==> src/rtl/tiny45_alu_pkg.sv <==
// Shared constants for the nibble-serial ALU, shifter and sequencer:
// opcodes, sequencer state encoding and word geometry.
package tiny45_alu_pkg;

    localparam int unsigned NIBBLES = 8;
    localparam int unsigned CNT_W   = 3;
    localparam int unsigned DATA_W  = 32;

    localparam logic [3:0] OP_ADD  = 4'b0000;
    localparam logic [3:0] OP_SUB  = 4'b1000;
    localparam logic [3:0] OP_SLT  = 4'b0010;
    localparam logic [3:0] OP_SLTU = 4'b0011;
    localparam logic [3:0] OP_AND  = 4'b0111;
    localparam logic [3:0] OP_OR   = 4'b0110;
    localparam logic [3:0] OP_XOR  = 4'b0100;
    localparam logic [3:0] OP_SLL  = 4'b0001;
    localparam logic [3:0] OP_SRL  = 4'b0101;
    localparam logic [3:0] OP_SRA  = 4'b1101;

    typedef enum logic [1:0] {
        IDLE = 2'd0,
        RUN  = 2'd1,
        DONE = 2'd2
    } state_t;

    function automatic logic is_shift(input logic [3:0] op);
        return op[1:0] == 2'b01;
    endfunction

    function automatic logic is_slt(input logic [3:0] op);
        return op[2:1] == 2'b01;
    endfunction

endpackage

==> src/rtl/tiny45_alu.sv <==
// One-nibble ALU slice: add/sub with carry chaining, logic ops, and a
// compare flag that chains equality or reports signed/unsigned less-than.
module tiny45_alu (
    input  logic [3:0] op,
    input  logic [3:0] a,
    input  logic [3:0] b,
    input  logic       cy_in,
    input  logic       cmp_in,
    output logic [3:0] d,
    output logic       cy_out,
    output logic       cmp_res
);

    logic       sub;
    logic [3:0] bx;
    logic [4:0] sum;
    logic       ovf;

    always_comb begin
        sub     = op[3] | (op[2:1] == 2'b01);
        bx      = sub ? ~b : b;
        sum     = {1'b0, a} + {1'b0, bx} + {4'b0, cy_in};
        ovf     = (a[3] == bx[3]) && (sum[3] != a[3]);
        d       = sum[3:0];
        cy_out  = sum[4];
        cmp_res = cmp_in & (a == b);
        // Less-than flags are only meaningful on the most significant nibble
        case (op[2:0])
            3'b111:  d = a & b;
            3'b110:  d = a | b;
            3'b100:  d = a ^ b;
            3'b010:  cmp_res = sum[3] ^ ovf;
            3'b011:  cmp_res = ~sum[4];
            default: ;
        endcase
    end

endmodule

==> src/rtl/tiny45_shifter.sv <==
// Word shifter that returns one nibble of the shifted operand per cycle.
module tiny45_shifter (
    input  logic [3:0]  op,
    input  logic [2:0]  counter,
    input  logic [31:0] a,
    input  logic [4:0]  shamt,
    output logic [3:0]  d
);

    logic signed [31:0] sa;
    logic [31:0]        shifted;

    always_comb begin
        sa = $signed(a);
        if (!op[2])
            shifted = a << shamt;
        else if (op[3])
            shifted = 32'(sa >>> shamt);
        else
            shifted = a >> shamt;
        d = shifted[{counter, 2'b00} +: 4];
    end

endmodule

==> src/rtl/tiny45_alu_seq.sv <==
// Sequencer stepping the nibble ALU/shifter over a 32-bit word, LSB first.
// Define TINY45_ALU_SEQ_PIPELINE_EN to accept a new request in the result handshake cycle.
module tiny45_alu_seq (
    input  logic        clk,
    input  logic        rstn,
    input  logic        req_valid,
    output logic        req_ready,
    input  logic [3:0]  req_op,
    input  logic [31:0] req_a,
    input  logic [31:0] req_b,
    input  logic        flush,
    output logic        res_valid,
    input  logic        res_ready,
    output logic [31:0] res_d,
    output logic        res_cmp,
    output logic        busy
);
    import tiny45_alu_pkg::*;

    state_t             state;
    logic [CNT_W-1:0]   counter;
    logic               carry_reg;
    logic               cmp_reg;
    logic [3:0]         op_r;
    logic [DATA_W-1:0]  a_r;
    logic [DATA_W-1:0]  b_r;

    logic [3:0] a_nib, b_nib, alu_d, shf_d, nib_d;
    logic       alu_cy, alu_cmp, accept;

    always_comb begin
        a_nib = a_r[{counter, 2'b00} +: 4];
        b_nib = b_r[{counter, 2'b00} +: 4];
        nib_d = is_shift(op_r) ? shf_d : alu_d;
    end

    tiny45_alu u_alu (
        .op      (op_r),
        .a       (a_nib),
        .b       (b_nib),
        .cy_in   (carry_reg),
        .cmp_in  (cmp_reg),
        .d       (alu_d),
        .cy_out  (alu_cy),
        .cmp_res (alu_cmp)
    );

    tiny45_shifter u_shifter (
        .op      (op_r),
        .counter (counter),
        .a       (a_r),
        .shamt   (b_r[4:0]),
        .d       (shf_d)
    );

`ifdef TINY45_ALU_SEQ_PIPELINE_EN
    assign req_ready = (state == IDLE) || ((state == DONE) && res_ready && !flush);
`else
    assign req_ready = (state == IDLE);
`endif

    // flush blocks acceptance even while req_ready is high
    assign accept = req_valid && req_ready && !flush;
    assign busy   = (state != IDLE);

    always_ff @(posedge clk or negedge rstn) begin
        if (!rstn) begin
            state     <= IDLE;
            counter   <= '0;
            carry_reg <= 1'b0;
            cmp_reg   <= 1'b1;
            op_r      <= '0;
            a_r       <= '0;
            b_r       <= '0;
            res_d     <= '0;
            res_cmp   <= 1'b0;
            res_valid <= 1'b0;
        end else if (accept) begin
            op_r      <= req_op;
            a_r       <= req_a;
            b_r       <= req_b;
            counter   <= '0;
            carry_reg <= req_op[1] | req_op[3];
            cmp_reg   <= 1'b1;
            res_valid <= 1'b0;
            state     <= RUN;
        end else begin
            case (state)
                IDLE: ;
                RUN: begin
                    if (flush) begin
                        state <= IDLE;
                    end else begin
                        res_d[{counter, 2'b00} +: 4] <= nib_d;
                        carry_reg <= alu_cy;
                        cmp_reg   <= alu_cmp;
                        counter   <= counter + CNT_W'(1);
                        // Last nibble: finalise compare and collapse set-less-than results
                        if (counter == CNT_W'(NIBBLES - 1)) begin
                            state     <= DONE;
                            res_valid <= 1'b1;
                            res_cmp   <= is_shift(op_r) ? 1'b0 : alu_cmp;
                            if (is_slt(op_r))
                                res_d <= {31'b0, alu_cmp};
                        end
                    end
                end
                DONE: begin
                    if (flush || res_ready) begin
                        state     <= IDLE;
                        res_valid <= 1'b0;
                    end
                end
                default: state <= IDLE;
            endcase
        end
    end

endmodule

==> config.mk <==
export PLATFORM = sky130hd
export DESIGN_NAME = tiny45_alu_seq
export DESIGN_NICKNAME = d
export VERILOG_FILES = /design/src/rtl/tiny45_alu_pkg.sv /design/src/rtl/tiny45_alu.sv /design/src/rtl/tiny45_shifter.sv /design/src/rtl/tiny45_alu_seq.sv
export SDC_FILE = /design/constraint.sdc
export NUM_CORES = 1
export LEC_CHECK = 0
export BUFFER_PORTS_ARGS = -buffer_cell sky130_fd_sc_hd__buf_4
export CAP_MARGIN = 0
export CORE_MARGIN = 2
export CORE_UTILIZATION = 55
export DETAILED_ROUTE_END_ITERATION = 6
export PLACE_DENSITY = 0.78
export SLEW_MARGIN = 20
export SYNTH_ARGS = -nofsm -noshare
export SYNTH_HDL_FRONTEND = slang
export SYNTH_HIERARCHICAL = 1
export SYNTH_SLANG_ARGS = --single-unit
==> constraint.sdc <==
create_clock -name clk -period 3.6 [get_ports clk]
set_input_delay 0 -clock clk [delete_from_list [all_inputs] [get_ports clk]]
set_output_delay 0 -clock clk [all_outputs]
set_load 0.03 [all_outputs]
==> results of run 1 <==
worst paths after layout:
kind / from / to / slack (ns) / cells past startpoint
max: a_r[31] / res_cmp / -0.58 / 11
min: res_ready / res_valid / 0.15 / 4
max reg2reg: a_r[31] / res_cmp / -0.58 / 11
min reg2reg: res_d[18] / res_d[18] / 0.51 / 1
max in group asynchronous: rstn / b_r[0] / 2.54 / 3
min in group asynchronous: rstn / res_d[23] / 0.27 / 2
cell families after synthesis:
kind of cell / share of synthesized area [%]
xor+xnor: 0.512
simple gates: 15.9
buf+inv: 6.23
flops: 26.6
fa+ha+maj: 2.59
compound gates: 15.6
mux: 32.5
synth_stat cells (4+ instances only):
cell / n / share of area, %
sky130_fd_sc_hd__o22ai_1: 15 / 0.91
sky130_fd_sc_hd__nand4_1: 5 / 0.30
sky130_fd_sc_hd__nor2_1: 57 / 2.1
sky130_fd_sc_hd__xnor2_1: 5 / 0.43
sky130_fd_sc_hd__dfrtp_1: 108 / 26
sky130_fd_sc_hd__mux2i_1: 28 / 2.7
sky130_fd_sc_hd__buf_1: 5 / 0.18
sky130_fd_sc_hd__o311ai_0: 6 / 0.51
sky130_fd_sc_hd__a22oi_1: 5 / 0.37
sky130_fd_sc_hd__inv_1: 24 / 0.88
sky130_fd_sc_hd__and3_1: 7 / 0.43
sky130_fd_sc_hd__ha_1: 18 / 2.2
sky130_fd_sc_hd__a211o_1: 4 / 0.34
sky130_fd_sc_hd__o21ai_0: 33 / 1.6
sky130_fd_sc_hd__o211ai_1: 15 / 1.1
sky130_fd_sc_hd__buf_4: 10 / 0.73
sky130_fd_sc_hd__nand2_1: 126 / 4.6
sky130_fd_sc_hd__nor4_1: 8 / 0.49
sky130_fd_sc_hd__nor3_1: 13 / 0.63
sky130_fd_sc_hd__nand3_1: 45 / 2.2
sky130_fd_sc_hd__a31oi_1: 12 / 0.73
sky130_fd_sc_hd__and2_1: 5 / 0.30
sky130_fd_sc_hd__mux4_2: 80 / 18
sky130_fd_sc_hd__mux2_1: 7 / 0.77
sky130_fd_sc_hd__a211oi_1: 6 / 0.44
sky130_fd_sc_hd__nor2b_1: 4 / 0.24
sky130_fd_sc_hd__mux4_1: 4 / 1.0
sky130_fd_sc_hd__or2_2: 5 / 0.30
sky130_fd_sc_hd__nand2b_1: 9 / 0.55
sky130_fd_sc_hd__nand3b_1: 4 / 0.29
sky130_fd_sc_hd__a21o_1: 6 / 0.44
sky130_fd_sc_hd__buf_2: 23 / 1.1
sky130_fd_sc_hd__clkbuf_1: 35 / 1.3
sky130_fd_sc_hd__a21oi_1: 78 / 3.8
sky130_fd_sc_hd__a22o_1: 5 / 0.43
sky130_fd_sc_hd__mux2_2: 95 / 10
sky130_fd_sc_hd__buf_6: 15 / 1.6
sky130_fd_sc_hd__or3_1: 4 / 0.24
where the power goes:
| part | switching (µW) | leakage [µW] | internal [µW] |
|---|---|---|---|
| combinational | 3250 | 0.00384 | 2480 |
| clock | 517 | 0.000149 | 551 |
| sequential | 468 | 0.00135 | 1450 |
| total | 4240 | 0.00533 | 4470 |
critical path: stages (launching register included):
cell and delay [ns]:
sky130_fd_sc_hd__dfrtp_2 0.54, sky130_fd_sc_hd__buf_4 0.21, sky130_fd_sc_hd__mux4_2 0.56, sky130_fd_sc_hd__nand2_1 0.11, sky130_fd_sc_hd__nand2_1 0.12, sky130_fd_sc_hd__inv_1 0.18, sky130_fd_sc_hd__ha_1 0.39, sky130_fd_sc_hd__nor4_1 1.09
sky130_fd_sc_hd__a21oi_1 0.22, sky130_fd_sc_hd__nor3_2 0.33, sky130_fd_sc_hd__nand2_1 0.10, sky130_fd_sc_hd__o21ai_0 0.20
layout by cell type (no fill, tap or decap), drive strengths merged, types with 9 or more instances in the layout:
master and instances:
a31oi 12, nand3 45, clkbuf 10, mux2i 28
a21oi 78, nand2b 9, nand2 126, inv 27
nor3 15, dlygate4sd3 71, mux4 84, dfrtp 108
o21ai 36, o211ai 16, o22ai 15, nor2 59
mux2 102, ha 18, buf 217
area by class of cell:
type / count / area, µm²
clock buffers: 10 / 229
clock inverters: 6 / 72.6
diodes: 1 / 2.50
flip-flops and latches: 109 / 2740
inverters: 28 / 105
well taps: 229 / 287
multi-input cells: 803 / 6910
repair buffers: 288 / 2440
fillers: 1216 / 5360
layer usage:
layer	up-vias	GRT usage [%]	wire length [µm]
li1	4373	-	-
met1	5241	53.8	15200
met2	1117	63.5	18900
met3	299	9.64	5650
met4	0	20.2	3430
met5	-	0	0
per-stage QoR:
| step | total power [µW] | utilization, % | setup TNS (ns) | area, µm² | setup WS (ns) |
|---|---|---|---|---|---|
| after floorplan | 5230 | - | 0 | 10300 | 0.239 |
| after global placement | 6800 | 64.2 | 0 | 11700 | 0.227 |
| after detailed placement | 6870 | 64.2 | 0 | 11700 | 0.0841 |
| after CTS | 8020 | 69.8 | 0 | 12700 | 0.00940 |
| after global routing | 8960 | 70.4 | -2.27 | 12800 | -0.460 |
| final | 8710 | 70.4 | -2.48 | 12800 | -0.581 |
timing repair:
| action | CTS | global route |
|---|---|---|
| buffers inserted | 0 | 13 |
| resized for setup | 0 | 4 |
| hold buffers | 71 | 0 |
| endpoints found under the setup margin | 0 | 28 |
| endpoints found under the hold margin | 124 | 0 |
==> summary.txt, run 1 <==
FLOORPLAN
-------------------------------------------------------------------------------------------
Vert. Die Dim                                                                        141 µm
Effective utilization at floorplan                                                    56.5%
Core Rows                                                                                49
Ports                                                                                   109
Core Region                                                                      18,100 µm²
Floorplan die area                                                               19,800 µm²
Chip Width                                                                           141 µm

FINISH
-------------------------------------------------------------------------------------------
Largest registers                                                              a_r: 32 flops, b_r: 32 flops, res_d: 32 flops
Number of nets in the final layout                                                    1,332
Number of standard cells in the layout, taps in and fillers out                       1,474
Fraction of final layout cells with drive strength greater than 1                     35.6%
Syn-to-layout area delta                                                              24.6%

WORST SETUP PATH
-------------------------------------------------------------------------------------------
Worst setup path category                                                           reg2reg
Data required, critical path                                                        3.87 ns
Maximum fanout along the worst path                                                      14
Arrival time at the worst endpoint                                                  4.45 ns
Endpoint class of the critical path                                               flip-flop
Worst Setup Start Kind                                                            flip-flop

SYNTHESIS
-------------------------------------------------------------------------------------------
Async S/R FF share, synth                                                              100%
Synth Cell Area                                                                  10,300 µm²
Top flip-flop cell by instance count after synthesis                           sky130_fd_sc_hd__dfrtp_1
Portion of the post-synthesis area used by sequential elements                        26.6%
Distinct cell type count of the synthesized netlist                                      97
Synthesis Warnings                                                                        6
Avg Inst Size Synth                                                                9.96 µm²
Yosys reg bits                                                                          109
Number of enable flip-flop cells after synthesis                                          0
Post-synth net total                                                                  1,123
Synth Instances                                                                       1,030

ROUTE
-------------------------------------------------------------------------------------------
Post-detailed-route DRC marker count                                                      0
Vias per Instance                                                                      7.48
Number of vias after detailed routing                                                11,030
Number of design-rule violations left by the first detailed-router iteration          2,030
Remaining number of nets flagged by the antenna check after routing                       0
First-pass iteration count of the detailed router                                         7
Per-cell routed wire length                                                         29.3 µm
Total wire length                                                                 43,200 µm

OUTCOME
-------------------------------------------------------------------------------------------
Violated checks                                                                setup timing
Result of the run                                                              finished with violations

GLOBAL ROUTING
-------------------------------------------------------------------------------------------
Global-route wire length before repair                                            61,600 µm
Maximum number of pins on one net before global-route repair                             56
Antenna violations before repair                                                          2
Via count of the first global-routing pass                                           10,295
Overflow after GRT                                                                        0
Overall global routing resource usage                                                 40.7%

TIMING
-------------------------------------------------------------------------------------------
Worst hold slack after final layout                                                0.149 ns
Least setup slack across all paths after layout                                   -0.581 ns
Final max-slew violation count                                                            0
Final worst path period share                                                          116%
Maximum operating frequency                                                         239 MHz
Rel. slew slack                                                                       15.6%
Worst Clk Skew                                                                    0.0140 ns
Transition time of the tightest slew-check pin                                      1.25 ns
Total count of hold-check failures in the final report                                    0
Final critical-path required period                                                 4.18 ns
Setup violation total in the final timing report                                         20

PLACE
-------------------------------------------------------------------------------------------
# placed instances                                                                    1,373
HPWL Detailed                                                                     25,300 µm
Number of buffers inserted by port buffering                                            108
Placer's final routability congestion estimate                                         1.00

PWR
-------------------------------------------------------------------------------------------
Worst vdd rail ir drop                                                           0.000496 V
Leakage power                                                                    0.00533 µW
Areal power density over the cells                                               681 nW/µm²

CLOCKING
-------------------------------------------------------------------------------------------
Worst-path clk slew                                                                 0.09 ns
Number of buffers created by CTS                                                          9
Max Root-Sink Buffers                                                                     2
Clock sink total                                                                        109
CTS tree                                                                                yes
Clk root buf                                                                   sky130_fd_sc_hd__clkbuf_16
Source-to-sink clock delay at the later pin of the worst-skew pair                  0.37 ns
CTS H-tree lvls                                                                           3

WORST HOLD PATH
-------------------------------------------------------------------------------------------
Hold crit path type                                                                  in2reg

JOB
-------------------------------------------------------------------------------------------
Number of max-capacitance violations reported                                             0

No activity file was read; power rests on OpenSTA's default activity.
==> run 2, diff against run 1 <==
--- a/config.mk
+++ b/config.mk
@@ -8,7 +8,8 @@
 export BUFFER_PORTS_ARGS = -buffer_cell sky130_fd_sc_hd__buf_4
 export CAP_MARGIN = 0
 export CORE_MARGIN = 2
-export CORE_UTILIZATION = 55
+export CORE_UTILIZATION = 57
+export CTS_CLUSTER_SIZE = 16
 export DETAILED_ROUTE_END_ITERATION = 6
 export PLACE_DENSITY = 0.78
 export SLEW_MARGIN = 20
==> constraint.sdc (replaced) <==
create_clock -name clk -period 4 [get_ports clk]
set_input_delay 0.6 -clock clk [delete_from_list [all_inputs] [get_ports clk]]
set_output_delay 0.6 -clock clk [all_outputs]
set_load 0.03 [all_outputs]
==> run 2 against run 1 <==
Setup slack improved by 0.92 ns. Count of clock-buffer cells in the layout shrank 1. Register-to-register slack gained 0.92 ns. Fmax is 14% higher. Utilization down 5.6 points. Non-clock buffer count shrank 135. Power decreased by 20%. Flip-flop and latch count unchanged. Hold slack improved by 0.11 ns. Final area fell by 9.7%. Largest cell class unchanged. The run now ends clean.
==> summary.txt, run 2 (synthesis gave the netlist of run 1 again) <==
FLOORPLAN
-------------------------------------------------------------------------------------------
Core Rows                                                                                49   unchanged
Vert. Die Dim                                                                        138 µm   was 141 µm
Core Region                                                                      17,800 µm²   was 18,100 µm²
Ports                                                                                   109   unchanged
Effective utilization at floorplan                                                    57.7%   was 56.5%
Floorplan die area                                                               19,100 µm²   was 19,800 µm²
Chip Width                                                                           138 µm   was 141 µm

PWR
-------------------------------------------------------------------------------------------
Net switching power                                                                 3290 µW   was 4240 µW
Areal power density over the cells                                               604 nW/µm²   was 681 nW/µm²
Part of the total power dissipated in the clock network                               12.7%   was 12.3%
Sequential power share                                                                26.1%   was 22.0%
Switching portion of total power                                                      47.2%   was 48.6%
Combinational Power Share                                                             61.3%   was 65.8%
Cell internal pwr                                                                   3680 µW   was 4470 µW
Worst vdd rail ir drop                                                           0.000449 V   was 0.000496 V
Leakage power                                                                    0.00470 µW   was 0.00533 µW

ROUTE
-------------------------------------------------------------------------------------------
First-pass iteration count of the detailed router                                         5   was 7
Per-cell routed wire length                                                         24.5 µm   was 29.3 µm
Vias per Instance                                                                      7.09   was 7.48
Number of design-rule violations left by the first detailed-router iteration          1,274   was 2,030
Number of vias after detailed routing                                                 9,488   was 11,030
Remaining number of nets flagged by the antenna check after routing                       0   unchanged
Post-detailed-route DRC marker count                                                      0   unchanged
Total wire length                                                                 32,800 µm   was 43,200 µm

GLOBAL ROUTING
-------------------------------------------------------------------------------------------
Maximum number of pins on one net before global-route repair                             78   was 56
Overflow after GRT                                                                        0   unchanged
Global-route wire length before repair                                            52,000 µm   was 61,600 µm
Overall global routing resource usage                                                 34.3%   was 40.7%
Via count of the first global-routing pass                                            9,238   was 10,295
Antenna violations before repair                                                          0   was 2

PLACE
-------------------------------------------------------------------------------------------
Number of buffers inserted by port buffering                                            108   unchanged
# placed instances                                                                    1,322   was 1,373
Cell Area, Placed                                                                11,200 µm²   was 11,700 µm²
Placer's final routability congestion estimate                                         1.01   was 1.00
HPWL Detailed                                                                     23,600 µm   was 25,300 µm
Placement Setup Slack                                                              0.302 ns   was 0.0841 ns

TIMING
-------------------------------------------------------------------------------------------
Setup tns final                                                                        0 ns   was -2.48 ns
Final worst path period share                                                         91.5%   was 116%
Rel. slew slack                                                                       46.6%   was 15.6%
Final max-slew violation count                                                            0   unchanged
Worst Clk Skew                                                                   0.00893 ns   was 0.0140 ns
Least setup slack across all paths after layout                                    0.342 ns   was -0.581 ns
Setup repair after global routing missed its margin                                      no
Setup violation total in the final timing report                                          0   was 20
Maximum operating frequency                                                         273 MHz   was 239 MHz
Worst hold slack after final layout                                                0.256 ns   was 0.149 ns
Transition time of the tightest slew-check pin                                     0.795 ns   was 1.25 ns
Total count of hold-check failures in the final report                                    0   unchanged
Final critical-path required period                                                 3.66 ns   was 4.18 ns

WORST SETUP PATH
-------------------------------------------------------------------------------------------
Worst Setup Start Kind                                                            flip-flop   unchanged
Startpoint of the most critical setup path                                       counter[0]   was a_r[31]
Largest stage delay on the critical path                                            0.76 ns   was 1.09 ns
Worst setup path category                                                           reg2reg   unchanged
Endpoint class of the critical path                                               flip-flop   unchanged
Maximum fanout along the worst path                                                      18   was 14
Arrival time at the worst endpoint                                                  3.94 ns   was 4.45 ns
Worst R2R Start                                                                  counter[0]   was a_r[31]
Most common cell on crit path                                                  sky130_fd_sc_hd__nand2_1   unchanged
Data required, critical path                                                        4.28 ns   was 3.87 ns
Cells along the critical path                                                  mux4_2 -> nand2_1 -> nand2_1 -> inv_1 -> xnor2_1 -> fa_1 -> inv_1 -> fa_1 -> a21o_1 -> a21o_1 -> and3_4 -> nor3_1 -> nand2_1 -> o21ai_0   was buf_4 -> mux4_2 -> nand2_1 -> nand2_1 -> inv_1 -> ha_1 -> nor4_1 -> a21oi_1 -> nor3_2 -> nand2_1 -> o21ai_0
Setup slack, reg-to-reg                                                             0.34 ns   was -0.58 ns
Cell with the largest stage delay on the worst path                            sky130_fd_sc_hd__dfrtp_2   was sky130_fd_sc_hd__nor4_1

CLOCKING
-------------------------------------------------------------------------------------------
CTS H-tree lvls                                                                           3   unchanged
Max Root-Sink Buffers                                                                     2   unchanged
Post-cts sizing count                                                                     0   unchanged
Number of buffers created by CTS                                                          9   unchanged
Clock sink total                                                                        109   unchanged
CTS hold repair buffers                                                                   0   was 71
Worst-path clk slew                                                                 0.07 ns   was 0.09 ns
Setup Buffers After CTS                                                                   0   unchanged
Source-to-sink clock delay at the later pin of the worst-skew pair                  0.36 ns   was 0.37 ns
Clk root buf                                                                   sky130_fd_sc_hd__clkbuf_16   unchanged
CTS tree                                                                                yes   unchanged

JOB
-------------------------------------------------------------------------------------------
Number of max-capacitance violations reported                                             0   unchanged

OUTCOME
-------------------------------------------------------------------------------------------
Result of the run                                                              complete, no violations   was finished with violations

FINISH
-------------------------------------------------------------------------------------------
Largest registers                                                              a_r: 32 flops, b_r: 32 flops, res_d: 32 flops   unchanged
Antenna Diode Count                                                                       0   was 1
Fraction of final layout cells with drive strength greater than 1                     34.1%   was 35.6%
Number of standard cells in the layout, taps in and fillers out                       1,338   was 1,474
Commonest non-fill, non-tap cells in the layout                                sky130_fd_sc_hd__buf_4 (147), sky130_fd_sc_hd__nand2_1 (126), sky130_fd_sc_hd__dfrtp_1 (103)   was sky130_fd_sc_hd__buf_4 (209), sky130_fd_sc_hd__nand2_1 (126), sky130_fd_sc_hd__dfrtp_1 (103)
Most common library cell in the layout ignoring fill and taps                  sky130_fd_sc_hd__buf_4   unchanged
Number of nets in the final layout                                                    1,197   was 1,332
Syn-to-layout area delta                                                              12.5%   was 24.6%
Post-layout instance area                                                        11,500 µm²   was 12,800 µm²

WORST HOLD PATH
-------------------------------------------------------------------------------------------
Hold crit path type                                                                in2async   was in2reg

## run 2: worst paths after layout
| check | endpoint | cells past startpoint |
|---|---|---|
| setup reg to reg | res_cmp | 14 |
| min in group clk | state[1] | 2 |
| hold reg to reg | res_d[18] | 1 |
| setup / recovery | res_cmp | 14 |
| max in group asynchronous | cmp_reg | 2 |
| hold / removal | res_d[10] | 1 |
## run 2: worst max-delay path: cells and delay by family, from the launching register on
kind                     cells  cell delay [ns]
XOR/XNOR                     1             0.14
AND/OR/NAND/NOR              5             0.75
adder cells (fa/ha/maj)      2             0.62
AO/OA/AOI/OAI                3             0.54
multiplexers                 1             0.60
flip-flops                   1             0.76
buffers and inverters        2             0.17
## run 2: power groups by stage
stage	Clock [µW]	Sequential, µW	Combinational (µW)
after global placement	0	1800	4070
after CTS	892	1800	4150
after global routing	936	1860	4530
final	881	1810	4270
after floorplan	0	1570	3140
after detailed placement	0	1820	4120
## run 2: metal layers
metal | up-vias | GRT usage, % | share of wire (%)
met5 | - | 0 | 0
met4 | 0 | 16.8 | 5.2
met3 | 117 | 6.86 | 9.9
met2 | 622 | 52.0 | 45
met1 | 4640 | 47.5 | 40
li1 | 4109 | - | -
## run 2: layout make-up
| cell class | count | area (µm²) |
|---|---|---|
| Clock inverter | 7 | 66.3 |
| Multi-Input combinational cell | 803 | 6900 |
| Timing Repair Buffer | 153 | 1210 |
| Sequential cell | 109 | 2740 |
| Fill cell | 1427 | 6240 |
| Inverter | 28 | 105 |
| Tap cell | 229 | 287 |
| Clock buffer | 9 | 225 |
## run 2: stage by stage
step           util [%]  total power [µW]
2_1_floorplan         -              4700
3_3_place_gp       63.2              5870
3_5_place_dp       63.2              5940
4_1_cts            64.8              6830
5_1_grt            64.9              7320
6_report           64.9              6960
==> run 3, diff against run 2 <==
--- a/config.mk
+++ b/config.mk
@@ -5,6 +5,7 @@
 export SDC_FILE = /design/constraint.sdc
 export NUM_CORES = 1
 export LEC_CHECK = 0
+export ABC_AREA = 1
 export BUFFER_PORTS_ARGS = -buffer_cell sky130_fd_sc_hd__buf_4
 export CAP_MARGIN = 0
 export CORE_MARGIN = 2
==> run 3 against run 2 <==
Flip-flop and latch count did not move. Power rose by 12%. Clock skew rose by 0.0063 ns.
==> summary.txt, run 3 <==
CLOCKING
-------------------------------------------------------------------------------------------
Clock sink total                                                                        109   unchanged
CTS hold repair buffers                                                                   0   unchanged
Number of buffers created by CTS                                                          9   unchanged
Worst-path clk slew                                                                 0.09 ns   was 0.07 ns
Clk root buf                                                                   sky130_fd_sc_hd__clkbuf_16   unchanged
Setup Buffers After CTS                                                                   0   unchanged
CTS tree                                                                                yes   unchanged
Max Root-Sink Buffers                                                                     2   unchanged
Source-to-sink clock delay at the later pin of the worst-skew pair                  0.37 ns   was 0.36 ns
CTS H-tree lvls                                                                           3   unchanged
Post-cts sizing count                                                                     0   unchanged

ROUTE
-------------------------------------------------------------------------------------------
First-pass iteration count of the detailed router                                         7   was 5
Vias per Instance                                                                      5.78   was 7.09
Number of vias after detailed routing                                                11,694   was 9,488
Post-detailed-route DRC marker count                                                      0   unchanged
Per-cell routed wire length                                                         16.4 µm   was 24.5 µm
Total wire length                                                                 33,200 µm   was 32,800 µm
Number of design-rule violations left by the first detailed-router iteration          1,273   was 1,274
Remaining number of nets flagged by the antenna check after routing                       0   unchanged

SYNTHESIS
-------------------------------------------------------------------------------------------
Portion of the post-synthesis area used by sequential elements                        26.7%   was 26.6%
Async S/R FF share, synth                                                              100%   unchanged
Synth Instances                                                                       1,747   was 1,030
Synthesis Warnings                                                                        6   unchanged
Number of enable flip-flop cells after synthesis                                          0   unchanged
Distinct cell type count of the synthesized netlist                                      41   was 97
Yosys reg bits                                                                          109   unchanged
Top-area cell type share of the netlist area                                          27.0%   was 26.3%
Top cell types by occurrence after synthesis                                   sky130_fd_sc_hd__nand2_1 (735), sky130_fd_sc_hd__nand3_1 (334), sky130_fd_sc_hd__nor2_1 (126)   was sky130_fd_sc_hd__nand2_1 (126), sky130_fd_sc_hd__dfrtp_1 (108), sky130_fd_sc_hd__mux2_2 (95)
Most frequent cell after synthesis                                             sky130_fd_sc_hd__nand2_1   unchanged
Avg Inst Size Synth                                                                5.85 µm²   was 9.96 µm²
Biggest area contributors in the synthesized netlist                           sky130_fd_sc_hd__nand2_1 (27%), sky130_fd_sc_hd__dfrtp_1 (26%), sky130_fd_sc_hd__nand3_1 (16%)   was sky130_fd_sc_hd__dfrtp_1 (26%), sky130_fd_sc_hd__mux4_2 (18%), sky130_fd_sc_hd__mux2_2 (10%)
Post-synth net total                                                                  1,840   was 1,123
Synth Cell Area                                                                  10,200 µm²   was 10,300 µm²
Post-synth top area cell                                                       sky130_fd_sc_hd__nand2_1   was sky130_fd_sc_hd__dfrtp_1
Top flip-flop cell by instance count after synthesis                           sky130_fd_sc_hd__dfrtp_1   unchanged

PLACE
-------------------------------------------------------------------------------------------
Number of buffers inserted by port buffering                                            108   unchanged
Placement Setup Slack                                                              0.836 ns   was 0.302 ns
HPWL Detailed                                                                     24,200 µm   was 23,600 µm
# placed instances                                                                    2,008   was 1,322
Placer's final routability congestion estimate                                         1.00   was 1.01

GLOBAL ROUTING
-------------------------------------------------------------------------------------------
Overflow after GRT                                                                        0   unchanged
Global-route wire length before repair                                            54,200 µm   was 52,000 µm
Antenna violations before repair                                                          0   unchanged
Via count of the first global-routing pass                                           10,902   was 9,238
Maximum number of pins on one net before global-route repair                             73   was 78
Overall global routing resource usage                                                 36.2%   was 34.3%

WORST SETUP PATH
-------------------------------------------------------------------------------------------
Worst Setup Start Kind                                                            flip-flop   unchanged
Data required, critical path                                                        4.31 ns   was 4.28 ns
Arrival time at the worst endpoint                                                  3.55 ns   was 3.94 ns
Setup slack, reg-to-reg                                                             0.75 ns   was 0.34 ns
Maximum fanout along the worst path                                                      28   was 18
Worst Reg-to-Reg Cells                                                                   19   was 14
Worst setup path category                                                           reg2reg   unchanged
Endpoint class of the critical path                                               flip-flop   unchanged

PWR
-------------------------------------------------------------------------------------------
Leakage power                                                                    0.00636 µW   was 0.00470 µW
Worst vdd rail ir drop                                                           0.000451 V   was 0.000449 V
Areal power density over the cells                                               692 nW/µm²   was 604 nW/µm²

TIMING
-------------------------------------------------------------------------------------------
Worst hold slack after final layout                                                0.288 ns   was 0.256 ns
Final max-slew violation count                                                            0   unchanged
Setup tns final                                                                        0 ns   unchanged
Total count of hold-check failures in the final report                                    0   unchanged
Worst Clk Skew                                                                    0.0152 ns   was 0.00893 ns
Rel. slew slack                                                                       30.7%   was 46.6%
Final worst path period share                                                         81.2%   was 91.5%
Transition time of the tightest slew-check pin                                      1.04 ns   was 0.795 ns
Setup violation total in the final timing report                                          0   unchanged
Final critical-path required period                                                 3.25 ns   was 3.66 ns
Maximum operating frequency                                                         308 MHz   was 273 MHz
Least setup slack across all paths after layout                                    0.753 ns   was 0.342 ns
Setup repair after global routing missed its margin                                      no   unchanged

FINISH
-------------------------------------------------------------------------------------------
Utilization after layout                                                              64.7%   was 64.9%
Syn-to-layout area delta                                                              10.3%   was 12.5%
Area of the multi-input gates                                                      6440 µm²   was 6900 µm²
Largest registers                                                              a_r: 32 flops, b_r: 32 flops, res_d: 32 flops   unchanged
Number of nets in the final layout                                                    1,887   was 1,197
Storage element area                                                               2730 µm²   was 2740 µm²
Antenna Diode Count                                                                       0   unchanged
Number of standard cells in the layout, taps in and fillers out                       2,024   was 1,338
Total of fill cells in the finished design                                            1,747   was 1,427
Fraction of final layout cells with drive strength greater than 1                     11.3%   was 34.1%
Commonest non-fill, non-tap cells in the layout                                sky130_fd_sc_hd__nand2_1 (735), sky130_fd_sc_hd__nand3_1 (334), sky130_fd_sc_hd__buf_4 (131)   was sky130_fd_sc_hd__buf_4 (147), sky130_fd_sc_hd__nand2_1 (126), sky130_fd_sc_hd__dfrtp_1 (103)
Most common library cell in the layout ignoring fill and taps                  sky130_fd_sc_hd__nand2_1   was sky130_fd_sc_hd__buf_4

FLOORPLAN
-------------------------------------------------------------------------------------------
Ports                                                                                   109   unchanged
Core Rows                                                                                48   was 49
Effective utilization at floorplan                                                    58.6%   was 57.7%
Chip Width                                                                           138 µm   about the same
Core Region                                                                      17,400 µm²   was 17,800 µm²
Floorplan die area                                                               19,000 µm²   was 19,100 µm²
Vert. Die Dim                                                                        138 µm   about the same

JOB
-------------------------------------------------------------------------------------------
Number of max-capacitance violations reported                                             0   unchanged

OUTCOME
-------------------------------------------------------------------------------------------
Result of the run                                                              complete, no violations   unchanged

WORST HOLD PATH
-------------------------------------------------------------------------------------------
Hold crit path type                                                                in2async   unchanged

run 3: cell types whose count changed in the layout (fill, tap and decap cells not counted), moves of 25 or more:
cell and change:
sky130_fd_sc_hd__mux2i_1 -28, sky130_fd_sc_hd__nand3_1 +289, sky130_fd_sc_hd__nor2_1 +69, sky130_fd_sc_hd__nand2_1 +609
sky130_fd_sc_hd__mux4_2 -80, sky130_fd_sc_hd__inv_1 +93, sky130_fd_sc_hd__o21ai_0 +25, sky130_fd_sc_hd__a21oi_1 -47
sky130_fd_sc_hd__mux2_2 -95
run 3: metal layers:
layer	GRT usage (%)	routed length, µm	vias up
li1	-	-	5710
met1	45.5	13600	5285
met2	58.3	15400	560
met3	7.31	2560	139
met4	20.4	1660	0
met5	0	0	-
run 3: cell type report:
| cell class | count | share of cell area [%] |
|---|---|---|
| clock buffer | 9 | 2.00 |
| inverter | 127 | 4.32 |
| tap | 225 | 2.50 |
| clock inverter | 7 | 0.688 |
| timing repair buffer | 133 | 9.08 |
| sequential | 109 | 24.2 |
| multi-input combinational | 1414 | 57.2 |
run 3: critical path, stage by stage, from the launching register on:
cell and delay [ns]:
sky130_fd_sc_hd__dfrtp_1 0.49, sky130_fd_sc_hd__inv_2 0.37, sky130_fd_sc_hd__buf_4 0.29, sky130_fd_sc_hd__nor2_1 0.06, sky130_fd_sc_hd__o22ai_1 0.19, sky130_fd_sc_hd__nand2_1 0.07, sky130_fd_sc_hd__nand2_1 0.14, sky130_fd_sc_hd__xor2_1 0.26
sky130_fd_sc_hd__ha_1 0.29, sky130_fd_sc_hd__nand3_1 0.11, sky130_fd_sc_hd__nand3_1 0.11, sky130_fd_sc_hd__nand2_1 0.10, sky130_fd_sc_hd__nand2_1 0.05, sky130_fd_sc_hd__nand2_1 0.11, sky130_fd_sc_hd__nand2_1 0.07, sky130_fd_sc_hd__nand2_1 0.14
sky130_fd_sc_hd__nand3_1 0.12, sky130_fd_sc_hd__nand2_1 0.09, sky130_fd_sc_hd__inv_1 0.04, sky130_fd_sc_hd__nor2_1 0.08
run 3: power by group:
group | switching (µW) | leakage, µW | internal [µW]
Clock | 479 | 0.000149 | 446
Sequential | 379 | 0.00131 | 1400
Combinational | 3410 | 0.00490 | 1670
run 3: metrics by stage:
| step | area (µm²) | power [µW] |
|---|---|---|
| after global routing | 11300 | 8490 |
| after floorplan | 10200 | 5420 |
| after global placement | 11000 | 6700 |
| after detailed placement | 11000 | 6760 |
| after CTS | 11300 | 7710 |
| final | 11300 | 7790 |
run 3: path summary, 6_finish.rpt:
kind | from | endpoint
hold reg to reg | b_r[22] | b_r[22]
hold / removal | rstn | b_r[16]
setup reg to reg | counter[0] | res_d[7]
max in group asynchronous | rstn | a_r[28]
setup / recovery | counter[0] | res_d[7]
min in group clk | req_b[16] | b_r[16]
run 3: kinds of logic after synthesis:
kind of cell / after synthesis / synth area share, %
flops: 109 / 26.7
fa+ha+maj: 20 / 2.60
xor+xnor: 5 / 0.429
compound gates: 132 / 7.28
buf+inv: 224 / 10.2
simple gates: 1257 / 52.8
